<file path="config.mk">
export PLATFORM = sky130hd
export DESIGN_NAME = lfsr_9bit
export DESIGN_NICKNAME = d
export VERILOG_FILES = /design/src/rtl/lfsr_9bit.sv
export SDC_FILE = /design/constraint.sdc
export NUM_CORES = 1
export LEC_CHECK = 0
export BUFFER_PORTS_ARGS = -buffer_cell sky130_fd_sc_hd__buf_2
export CORE_MARGIN = 4
export CORE_UTILIZATION = 43
export DETAILED_ROUTE_END_ITERATION = 16
export MAX_ROUTING_LAYER = met4
export PLACE_DENSITY = 0.74
export SLEW_MARGIN = 20
export SYNTH_ARGS = -nofsm -noshare
export SYNTH_HDL_FRONTEND = slang
export SYNTH_SLANG_ARGS = --single-unit
</file>
<file path="constraint.sdc">
create_clock -name clk -period 1.9 [get_ports clk]
set_input_delay 0.19 -clock clk [delete_from_list [all_inputs] [get_ports clk]]
set_output_delay 0.19 -clock clk [all_outputs]
set_load 0.1 [all_outputs]
</file>
<file path="src/rtl/lfsr_9bit.sv">
// ---------------------------------------------------------------------------
// lfsr_9bit
//
// Free-running 9-bit maximal-length XNOR Fibonacci LFSR. It supplies the
// pseudo-random value that the computer player of the Tug-of-War game
// compares against its difficulty threshold.
//
// Polynomial x^9 + x^5 + 1 in XNOR form. The sequence has a period of
// 511 states. All-ones (9'h1FF) is the single lock-up state and is never
// entered.
//
// Optional feature (compile-time macro LFSR_PERIOD_TRACK_EN):
//   Adds period tracking. step_count counts enabled steps since the last
//   start point, which is RESET_VALUE after reset or the effective seed
//   after a load. period_wrap pulses for one cycle, aligned with Q, when Q
//   returns to the start point.
//
// Parameters:
//   RESET_VALUE  state loaded on reset (must not be 9'h1FF)
//
// Ports:
//   clk          in   system clock, all logic on the rising edge
//   reset        in   synchronous active-low reset
//   en           in   step enable, 1 = advance one state per cycle
//   load         in   synchronous seed-load strobe (overrides en)
//   seed         in   [8:0] seed value for load
//   Q            out  [8:0] current LFSR state (registered)
//   period_wrap  out  one-cycle wrap pulse      (LFSR_PERIOD_TRACK_EN only)
//   step_count   out  [8:0] steps since start    (LFSR_PERIOD_TRACK_EN only)
// ---------------------------------------------------------------------------
module lfsr_9bit #(
    parameter logic [8:0] RESET_VALUE = 9'h000
) (
    input  logic       clk,
    input  logic       reset,
    input  logic       en,
    input  logic       load,
    input  logic [8:0] seed,
    output logic [8:0] Q
`ifdef LFSR_PERIOD_TRACK_EN
    ,
    output logic       period_wrap,
    output logic [8:0] step_count
`endif
);

    localparam logic [8:0] LOCKUP = 9'h1FF;

    logic [8:0] next_q;    // state after one enabled step
    logic [8:0] seed_eff;  // seed with the lock-up value replaced

    // NOTE: every signal driven here gets a value on every path, so no
    // latch is inferred; use blocking '=' in combinational blocks.
    always_comb begin
        next_q   = {Q[7:0], ~(Q[8] ^ Q[4])};
        seed_eff = seed;
        // The XNOR form stalls forever in all-ones; step out of it to zero.
        if (Q == LOCKUP) begin
            next_q = 9'h000;
        end
        if (seed == LOCKUP) begin
            seed_eff = 9'h000;
        end
    end

    // Priority: reset > load > en > hold.
    // NOTE: sequential state uses non-blocking '<=' so every register
    // samples the values from before the edge.
    always_ff @(posedge clk) begin
        if (!reset) begin
            Q <= RESET_VALUE;
        end else if (load) begin
            Q <= seed_eff;
        end else if (en) begin
            Q <= next_q;
        end
    end

`ifdef LFSR_PERIOD_TRACK_EN
    logic [8:0] start_point;  // value Q held when the current period began

    // The wrap is detected on the step that lands back on the start point,
    // so the registered pulse lines up with Q showing that value. The
    // counter clears on that same edge, so it reads 0 during the pulse.
    always_ff @(posedge clk) begin
        if (!reset) begin
            start_point <= RESET_VALUE;
            step_count  <= 9'd0;
            period_wrap <= 1'b0;
        end else if (load) begin
            start_point <= seed_eff;
            step_count  <= 9'd0;
            period_wrap <= 1'b0;
        end else if (en) begin
            if (next_q == start_point) begin
                step_count  <= 9'd0;
                period_wrap <= 1'b1;
            end else begin
                step_count  <= step_count + 9'd1;
                period_wrap <= 1'b0;
            end
        end else begin
            period_wrap <= 1'b0;
        end
    end
`endif

endmodule

</file>
**Word-level counts from Yosys, hierarchy flattened**

Index checks and enable logic that the tools add are counted.

- Flip-flop bits (word level): 9
- Output and inout bits: 9
- Logic and storage cells: 10
- Input port bits: 13

- Bitwise gates (word level): 2
- Reductions and logical operators: 1
- Muxes and demuxes: 4
- Equality and inequality tests: 2

Operators with widths:

| kind | number |
|---|---|
| 9-bit 2-to-1 mux | 4 |
| 9-bit == test (second input constant) | 2 |
| 2-bit nonzero test | 1 |
| 1-bit NOT | 1 |
| 1-bit bitwise XOR | 1 |

**Logic depth before layout (Yosys ltp)**

Gate-level depths: netlist of run 1.

- Depth after elaboration: 5
- Gate-level depth with buffers: 4
- Mapped depth without buffers: 3

**Least setup slack after synthesis of run 1**

Ideal clock, no wire load.

- Path type: register to register
- From: register Q[4]
- To: register Q[0]
- Setup time: 0.117 ns
- Period minus slack after synthesis: 2.117 ns
- Path slack: -0.217 ns
- Path buffers: 0
- Arrival time: 2.000 ns
- Stages on the path, launching flop included: 4
- Required time: 1.783 ns
- Cell sequence: dfxtp_1 > nand4_4 > or4_4 > a32o_1

- Longest elaborated chain between the ends: 5
- Elaborated cells on any way between the ends: 6
- Those cells by class: eq/ne: 1; mux: 3; bitwise: 2

Ends and longest elaborated chain:

| item | line | RTL |
|---|---|---|
| start, declared | 39 | `output logic [8:0] Q` |
| start signal, assigned | 75 | `Q <= next_q;` |
| branches (longest 2 deep; another with 9-bit == test) | - |  |
| 9-bit 2-to-1 mux (*) | 58 | `if (Q == LOCKUP) begin` |
| 9-bit 2-to-1 mux (*) | 74 | `end else if (en) begin` |
| 9-bit 2-to-1 mux (*) | 72 | `end else if (load) begin` |

Mark *: on every way between the ends. The select of a mux whose other input is x is not followed.
A chain may end at the register's enable or synchronous reset.

**Worst setup path in the final report of run 1**

- From: register Q[5]
- To: register Q[0]

- Longest elaborated chain between the ends: 4

Ends and longest elaborated chain:

| item | line |
|---|---|
| 9-bit == test | 58 |
| 9-bit 2-to-1 mux | 58 |
| 9-bit 2-to-1 mux | 74 |
| 9-bit 2-to-1 mux | 72 |

No other way between the ends. The select of a mux whose other input is x is not followed.

==> reports/metrics.yaml, run 1 <==
synth_seq_cells: 9
grt_pass1_vias: 597
worstMarginPinSlew_ns: 0.519
grt_start_max_net_pins: 17
hold_buffers: 0
maxCapViolCount: 0
path_class: "register to register"
antenna_found_initial: 0
cts_tree: "built"
synthAdderAreaFrac: 0
pre_cts_ws_ns: 0.526
ctsResizeCount: 0
fill_cells: 133
portBuffers: 21
yosys.area_share.simple: 0.379
wl_per_cell_um: 15.4
rsz0062_at_grt: "no"
yosys-top-cells-count: "nand3_1, dfxtp_1, nand4_1, nor3_1, o211ai_1"
ir_drop_uv: 348
synth_top_family_by_area: "simple AND/OR/NAND/NOR gates"
drtIter0Drc: 18
synth_mux_area_frac: 0
cts_max_path_buffers: 2
swShare: 0.430
grt_usage: 0.192
place_area_um2: 719
crit_buf_inv: 0
yosysWarnings: 0
clk_pin_slew_worst_paths_ns: 0.06
boundaryPins: 22
nNetsFinal: 111
finalCritPeriodShare: 0.734
reg2reg_from: "Q[5]"
synthArstFlopShare: 0
syn_inst: 75
critPathCaptureType: "register"
ys_seq_area_frac: 0.302
cts_root_buffer: "clkbuf_4"
dpl.hpwl_mm: 1.31
min_path_type: "primary input to register"
timing.slew.headroom: 0.645
drc_errors: 0
setup_slack_ns: 0.506
clk_latency_ns: 0.26
largest-register: "Q"
power_mw: 0.572
initial_core_util: 0.459
cts_buffers: 3
grt_pass1_wl_mm: 2.69
clkPwrFrac: 0.266
fin_crit_ns: 1.39
fp.dieW_um: 45.3
synth_area_leader_cell: "dfxtp_1"
final_layout_size_suffix_gt1_frac: 0.361
gr-total-overflow: 0
synth_xor_area_frac: 0.0147
ys.flop_type: "dfxtp_1"
place.gp.congestion: 0.807
critPathArrivalTime_ns: 1.55
cp-start-kind: "register"
cp.required_ns: 2.05
power.internal_mw: 0.326
clock-sinks: 9
final_antenna_net_count: 0
hold_path_end: "Q[4]"
syn_area_per_cell_um2: 7.96
p_leak_nw: 0.293
r2r_slack_ns: 0.51
p_switching_mw: 0.246
fin_tns_setup_ns: 0
rr_endpoint: "Q[0]"
htreeDepth: 1
path_delay_family: "simple AND/OR/NAND/NOR gates"
synth-compound-area-share: 0.252
crit_slowest_cell: "or4_4"
yosysTopAreaCellShare: 0.302
vias: 702
cp_slowest_stage_delay_ns: 0.53
post-cts-setup-buffers: 0
finalClockSkew_ns: 0.00407
largest_reg_flops: 9
core_um2: 1300
finalHoldViolCount: 0
holdPathStages: 3
drv_slew: 0
synth_edf_count: 0
yosysMostFrequentCell: "nand3_1"
diodes: 0
status: "finished, final reports clean"
stdcell_area_um2: 746
p_comb_frac: 0.330
min_from: "seed[4]"
setup_violations: 0
dieArea_um2: 2050
clock.fmax_mhz: 717
top_regs: "Q (9)"
netlist_top_cells_area: "dfxtp_1, nand3_1, o211ai_1, nand4_1, a2111oi_0"
power_density_nw_per_um2: 767
fp.dieH_um: 45.3
crit_chain: "nand4_4, or4_4, a32o_1"
syn-num-nets: 88
drt-total-wl_mm: 1.72
areaGrowthSynthToFinish_pct: 24.9
synth_cell_types: 23
via_per_inst: 6.27
pwr-share-seq: 0.404
worstRegToRegCells: 3
timing.hold.ws_ns: 0.202
cp_max_fo: 6
rows: 13
first_pass_iters: 4
synth.cell_area_um2: 597
==> worst max-delay path by stage <==
stage | from | depth (start not counted) | to
after floorplan | Q[4] | 3 | Q[0]
final | Q[5] | 3 | Q[0]
after detailed placement | Q[5] | 3 | Q[0]
after global placement | Q[5] | 3 | Q[0]
after global routing | Q[5] | 3 | Q[0]
after CTS | Q[4] | 3 | Q[0]
==> cell families after synthesis <==
group,Yosys count
AO/OA/AOI/OAI,18
XOR/XNOR,1
buffers and inverters,8
flip-flops,9
AND/OR/NAND/NOR,39
==> cell type report <==
cell class                 count  area, µm²  area share
clock buffer                   4       26.3      0.0352
inverter                       5       18.8      0.0252
multi-input combinational     58        385       0.517
sequential                     9        191       0.257
tap                           15       18.8      0.0252
timing repair buffer          21        105       0.141
==> power by group through the flow <==
stage | Clock (mW) | Combinational (mW) | Sequential [mW]
3_5_place_dp | 0 | 0.188 | 0.235
3_3_place_gp | 0 | 0.188 | 0.233
2_1_floorplan | 0 | 0.0416 | 0.336
5_1_grt | 0.160 | 0.198 | 0.234
4_1_cts | 0.153 | 0.189 | 0.231
6_report | 0.152 | 0.189 | 0.231
==> tightest hold or removal path: stages <==
cell       delay [ns]
buf_2            0.11
nand3_1          0.06
o2bb2ai_1        0.06
==> metrics by stage <==
stage / instances / utilization
6_report: 112 / 0.573
3_3_place_gp: 108 / 0.553
2_1_floorplan: 75 / -
3_5_place_dp: 108 / 0.553
5_1_grt: 112 / 0.573
4_1_cts: 112 / 0.573
==> placed cells by master (no fill, tap or decap) <==
master and n:
o2bb2ai_1 3, nand2_1 5, and3b_1 1, or3_1 1, nand4_1 7, inv_1 5, and2_1 1, or4_4 1
nor3_1 7, a2111o_1 1, nand4_4 1, nor2_1 1, a2111oi_0 4, o22ai_1 1, a32o_1 1, nand3_1 13
nor2b_1 1, xor2_1 1, o211ai_1 7, clkbuf_1 1, o311ai_0 1, buf_2 21, clkbuf_4 3, dfxtp_2 9
==> layer usage <==
layer  vias up  global-route usage  wire [µm]  share of wire
li1        347                   -          -              -
met2        29               0.294        792           0.46
met4         0               0.123         42          0.024
met3         4              0.0239        109          0.063
met1       322               0.235        777           0.45
met5         -                   -          0              0
Power figures use the tool's default switching activity.
==> run 2, diff against run 1 <==
ABC_AREA = 1   (was default)
PLACE_DENSITY = 0.72   (was 0.74)
clock period = 1.3 ns   (was 1.9 ns; I/O delays follow)
==> run 2 against run 1 <==
Critical path depth down 2. Power up 50%. Design area up 15%. Via count up 7.1%. First-iteration DRC count down 56%. Routed wire length down 12%. Largest cell class unchanged. Setup slack worse by 0.38 ns. Core utilization down 0.90 points. Non-clock buffer count unchanged.
==> reports/metrics.yaml, run 2 <==
fin_util: 0.564  # was 0.573
syn-num-nets: 133  # was 88
ctsResizeCount: 0  # unchanged
drtIter0Drc: 8  # was 18
final_cell_mix: "nand2_1, inv_1, buf_2"  # was buf_2, nand3_1, dfxtp_2
grt_usage: 0.144  # was 0.192
grt_start_max_net_pins: 19  # was 17
ir_drop_uv: 503  # was 348 µV
swShare: 0.434  # was 0.430
setup_violations: 0  # unchanged
fin_tns_setup_ns: 0  # unchanged
vias: 752  # was 702
via_per_inst: 4.73  # was 6.27
fin_crit_ns: 1.17
yosysWarnings: 0  # unchanged
path_delay_family: "buffers and inverters"  # was simple AND/OR/NAND/NOR gates
initial_core_util: 0.461  # was 0.459
timing.slew.headroom: 0.679  # was 0.645
synth_edf_count: 0  # unchanged
dpl.hpwl_mm: 1.18  # was 1.31 mm
cts_buffers: 3  # unchanged
gr-total-overflow: 0  # unchanged
diodes: 0  # unchanged
cts_root_buffer: "clkbuf_4"  # unchanged
maxCapViolCount: 0  # unchanged
final_common_cell: "nand2_1"  # was buf_2
top_regs: "Q (9)"  # unchanged
htreeDepth: 1  # unchanged
yosysTopAreaCellShare: 0.256  # was 0.302
met1_length_um: 668  # was 777 µm
pwr-share-seq: 0.362  # was 0.404
dieArea_um2: 2350  # was 2050 µm²
hold_buffers: 0  # unchanged
p_comb_frac: 0.385  # was 0.330
first_pass_iters: 3  # was 4
status: "finished, final reports clean"  # unchanged
clock-sinks: 9  # unchanged
p_switching_mw: 0.373  # was 0.246 mW
clk_pin_slew_worst_paths_ns: 0.06  # about the same
power.internal_mw: 0.487  # was 0.326 mW
synthArstFlopShare: 0  # unchanged
power_density_nw_per_um2: 1000  # was 767 nW/µm²
drv_slew: 0  # unchanged
grt_pass1_wl_mm: 2.66  # was 2.69 mm
fill_cells: 167  # was 133
fp.dieW_um: 48.4  # was 45.3 µm
p_leak_nw: 0.522  # was 0.293 nW
final_layout_size_suffix_gt1_frac: 0.322  # was 0.361
rows: 14  # was 13
critPathArrivalTime_ns: 1.04  # was 1.55 ns
synth.cell_area_um2: 703  # was 597 µm²
synth_cell_types: 16  # was 23
cp_max_fo: 5  # was 6
wl_met2_um: 758  # was 792 µm
clock.fmax_mhz: 852
dr_wl_met3_um: 78  # was 109 µm
worstMarginPinSlew_ns: 0.485  # was 0.519 ns
ys.flop_type: "dfxtp_1"  # unchanged
clkPwrFrac: 0.253  # was 0.266
finalHoldViolCount: 0  # unchanged
antenna_found_initial: 0  # unchanged
clk_latency_ns: 0.26  # about the same
cp-start-kind: "register"  # unchanged
boundaryPins: 22  # unchanged
min_path_type: "primary input to register"  # unchanged
largest-register: "Q"  # unchanged
post-cts-setup-buffers: 0  # unchanged
critPathCaptureType: "output port"  # was register
grt_pass1_vias: 680  # was 597
ys_seq_area_frac: 0.256  # was 0.302
yosysMostFrequentCell: "nand2_1"  # was nand3_1
crit_buf_inv: 1  # was 0
cp.required_ns: 1.17  # was 2.05 ns
drc_errors: 0  # unchanged
portBuffers: 21  # unchanged
finalCritPeriodShare: 0.903
place.gp.congestion: 0.867  # was 0.807
finalClockSkew_ns: 0.00209  # was 0.00407 ns
final_antenna_net_count: 0  # unchanged
cts_max_path_buffers: 2  # unchanged
rsz0062_at_grt: "no"  # unchanged
path_class: "register to output port"  # was register to register
wl_per_cell_um: 9.50  # was 15.4 µm
synth_area_leader_cell: "dfxtp_1"  # unchanged
yosys-top-cells-count: "nand2_1, inv_1"  # was nand3_1, dfxtp_1, nand4_1, nor3_1, o211ai_1
syn_area_per_cell_um2: 5.86  # was 7.96 µm²
cts_tree: "built"  # unchanged
maxUsedRoutingLayer: "met4"  # unchanged
core_um2: 1520  # was 1300 µm²
syn_inst: 120  # was 75
fp.dieH_um: 48.4  # was 45.3 µm
areaGrowthSynthToFinish_pct: 22.2  # was 24.9%
crit_chain: "buf_2"  # was nand4_4, or4_4, a32o_1
drt-total-wl_mm: 1.51  # was 1.72 mm
nNetsFinal: 157  # was 111
netlist_top_cells_area: "dfxtp_1, nand2_1, inv_1, a21oi_1, nand3_1"  # was dfxtp_1, nand3_1, o211ai_1, nand4_1, a2111oi_0
synth_seq_cells: 9  # unchanged
crit_slowest_cell: "buf_2"  # was or4_4
cp_slowest_stage_delay_ns: 0.42  # was 0.53 ns
largest_reg_flops: 9  # unchanged
run 2: changes by cell type after synthesis, moves of 2 or more:
cell,change
a2111oi_0,-4
a21oi_1,+9
clkbuf_1,-2
inv_1,+20
inv_2,+3
nand2_1,+38
nand3_1,-4
nand3_4,+2
nand4_1,-7
nor2_1,+8
nor2_2,+4
nor3_1,-7
o211ai_1,-7
o2bb2ai_1,-3
run 2: cell type report:
| cell class | count | area (µm²) | area share |
|---|---|---|---|
| multi-input cells | 80 | 385 | 0.448 |
| repair buffers | 21 | 105 | 0.122 |
| well taps | 16 | 20.0 | 0.0233 |
| flip-flops and latches | 9 | 211 | 0.246 |
| clock buffers | 4 | 26.3 | 0.0306 |
| inverters | 29 | 111 | 0.130 |
run 2: power by group through the flow:
stage	Sequential, mW	Combinational [mW]	Clock [mW]
after global routing	0.315	0.359	0.251
final	0.311	0.331	0.218
after floorplan	0.476	0.117	0
after CTS	0.312	0.334	0.229
after global placement	0.316	0.331	0
after detailed placement	0.318	0.333	0
run 2: metrics by stage:
step	hold slack [ns]	area, µm²	power [mW]	cells	setup slack, ns
global placement	0.404	833	0.648	155	0.255
global route	0.150	860	0.925	159	0.0939
detailed placement	0.408	833	0.650	155	0.248
CTS	0.128	860	0.874	159	0.112
floorplan	0.278	734	0.594	120	0.0167
finish	0.135	860	0.860	159	0.126
run 2: kinds of logic (layout without fill, tap and decap cells):
kind of cell	count (synthesis)	after routing	share of synthesized area
AND/OR/NAND/NOR	69	69	0.464
flip-flops	9	9	0.256
AO/OA/AOI/OAI	11	11	0.0836
buffers and inverters	31	54	0.196
run 2: routing by layer:
| metal | global-route usage | vias up |
|---|---|---|
| li1 | - | 401 |
| met1 | 0.152 | 337 |
| met2 | 0.239 | 12 |
| met3 | 0.0613 | 2 |
| met4 | 0.0461 | 0 |
| met5 | - | - |
run 2: final timing paths:
kind              cells past startpoint   end   from  slack, ns
setup / recovery                      1  Q[8]   Q[8]       0.13
hold / removal                        3  Q[8]  reset       0.14
setup reg to reg                      7  Q[6]   Q[1]       0.22
hold reg to reg                       2  Q[8]   Q[7]       0.54
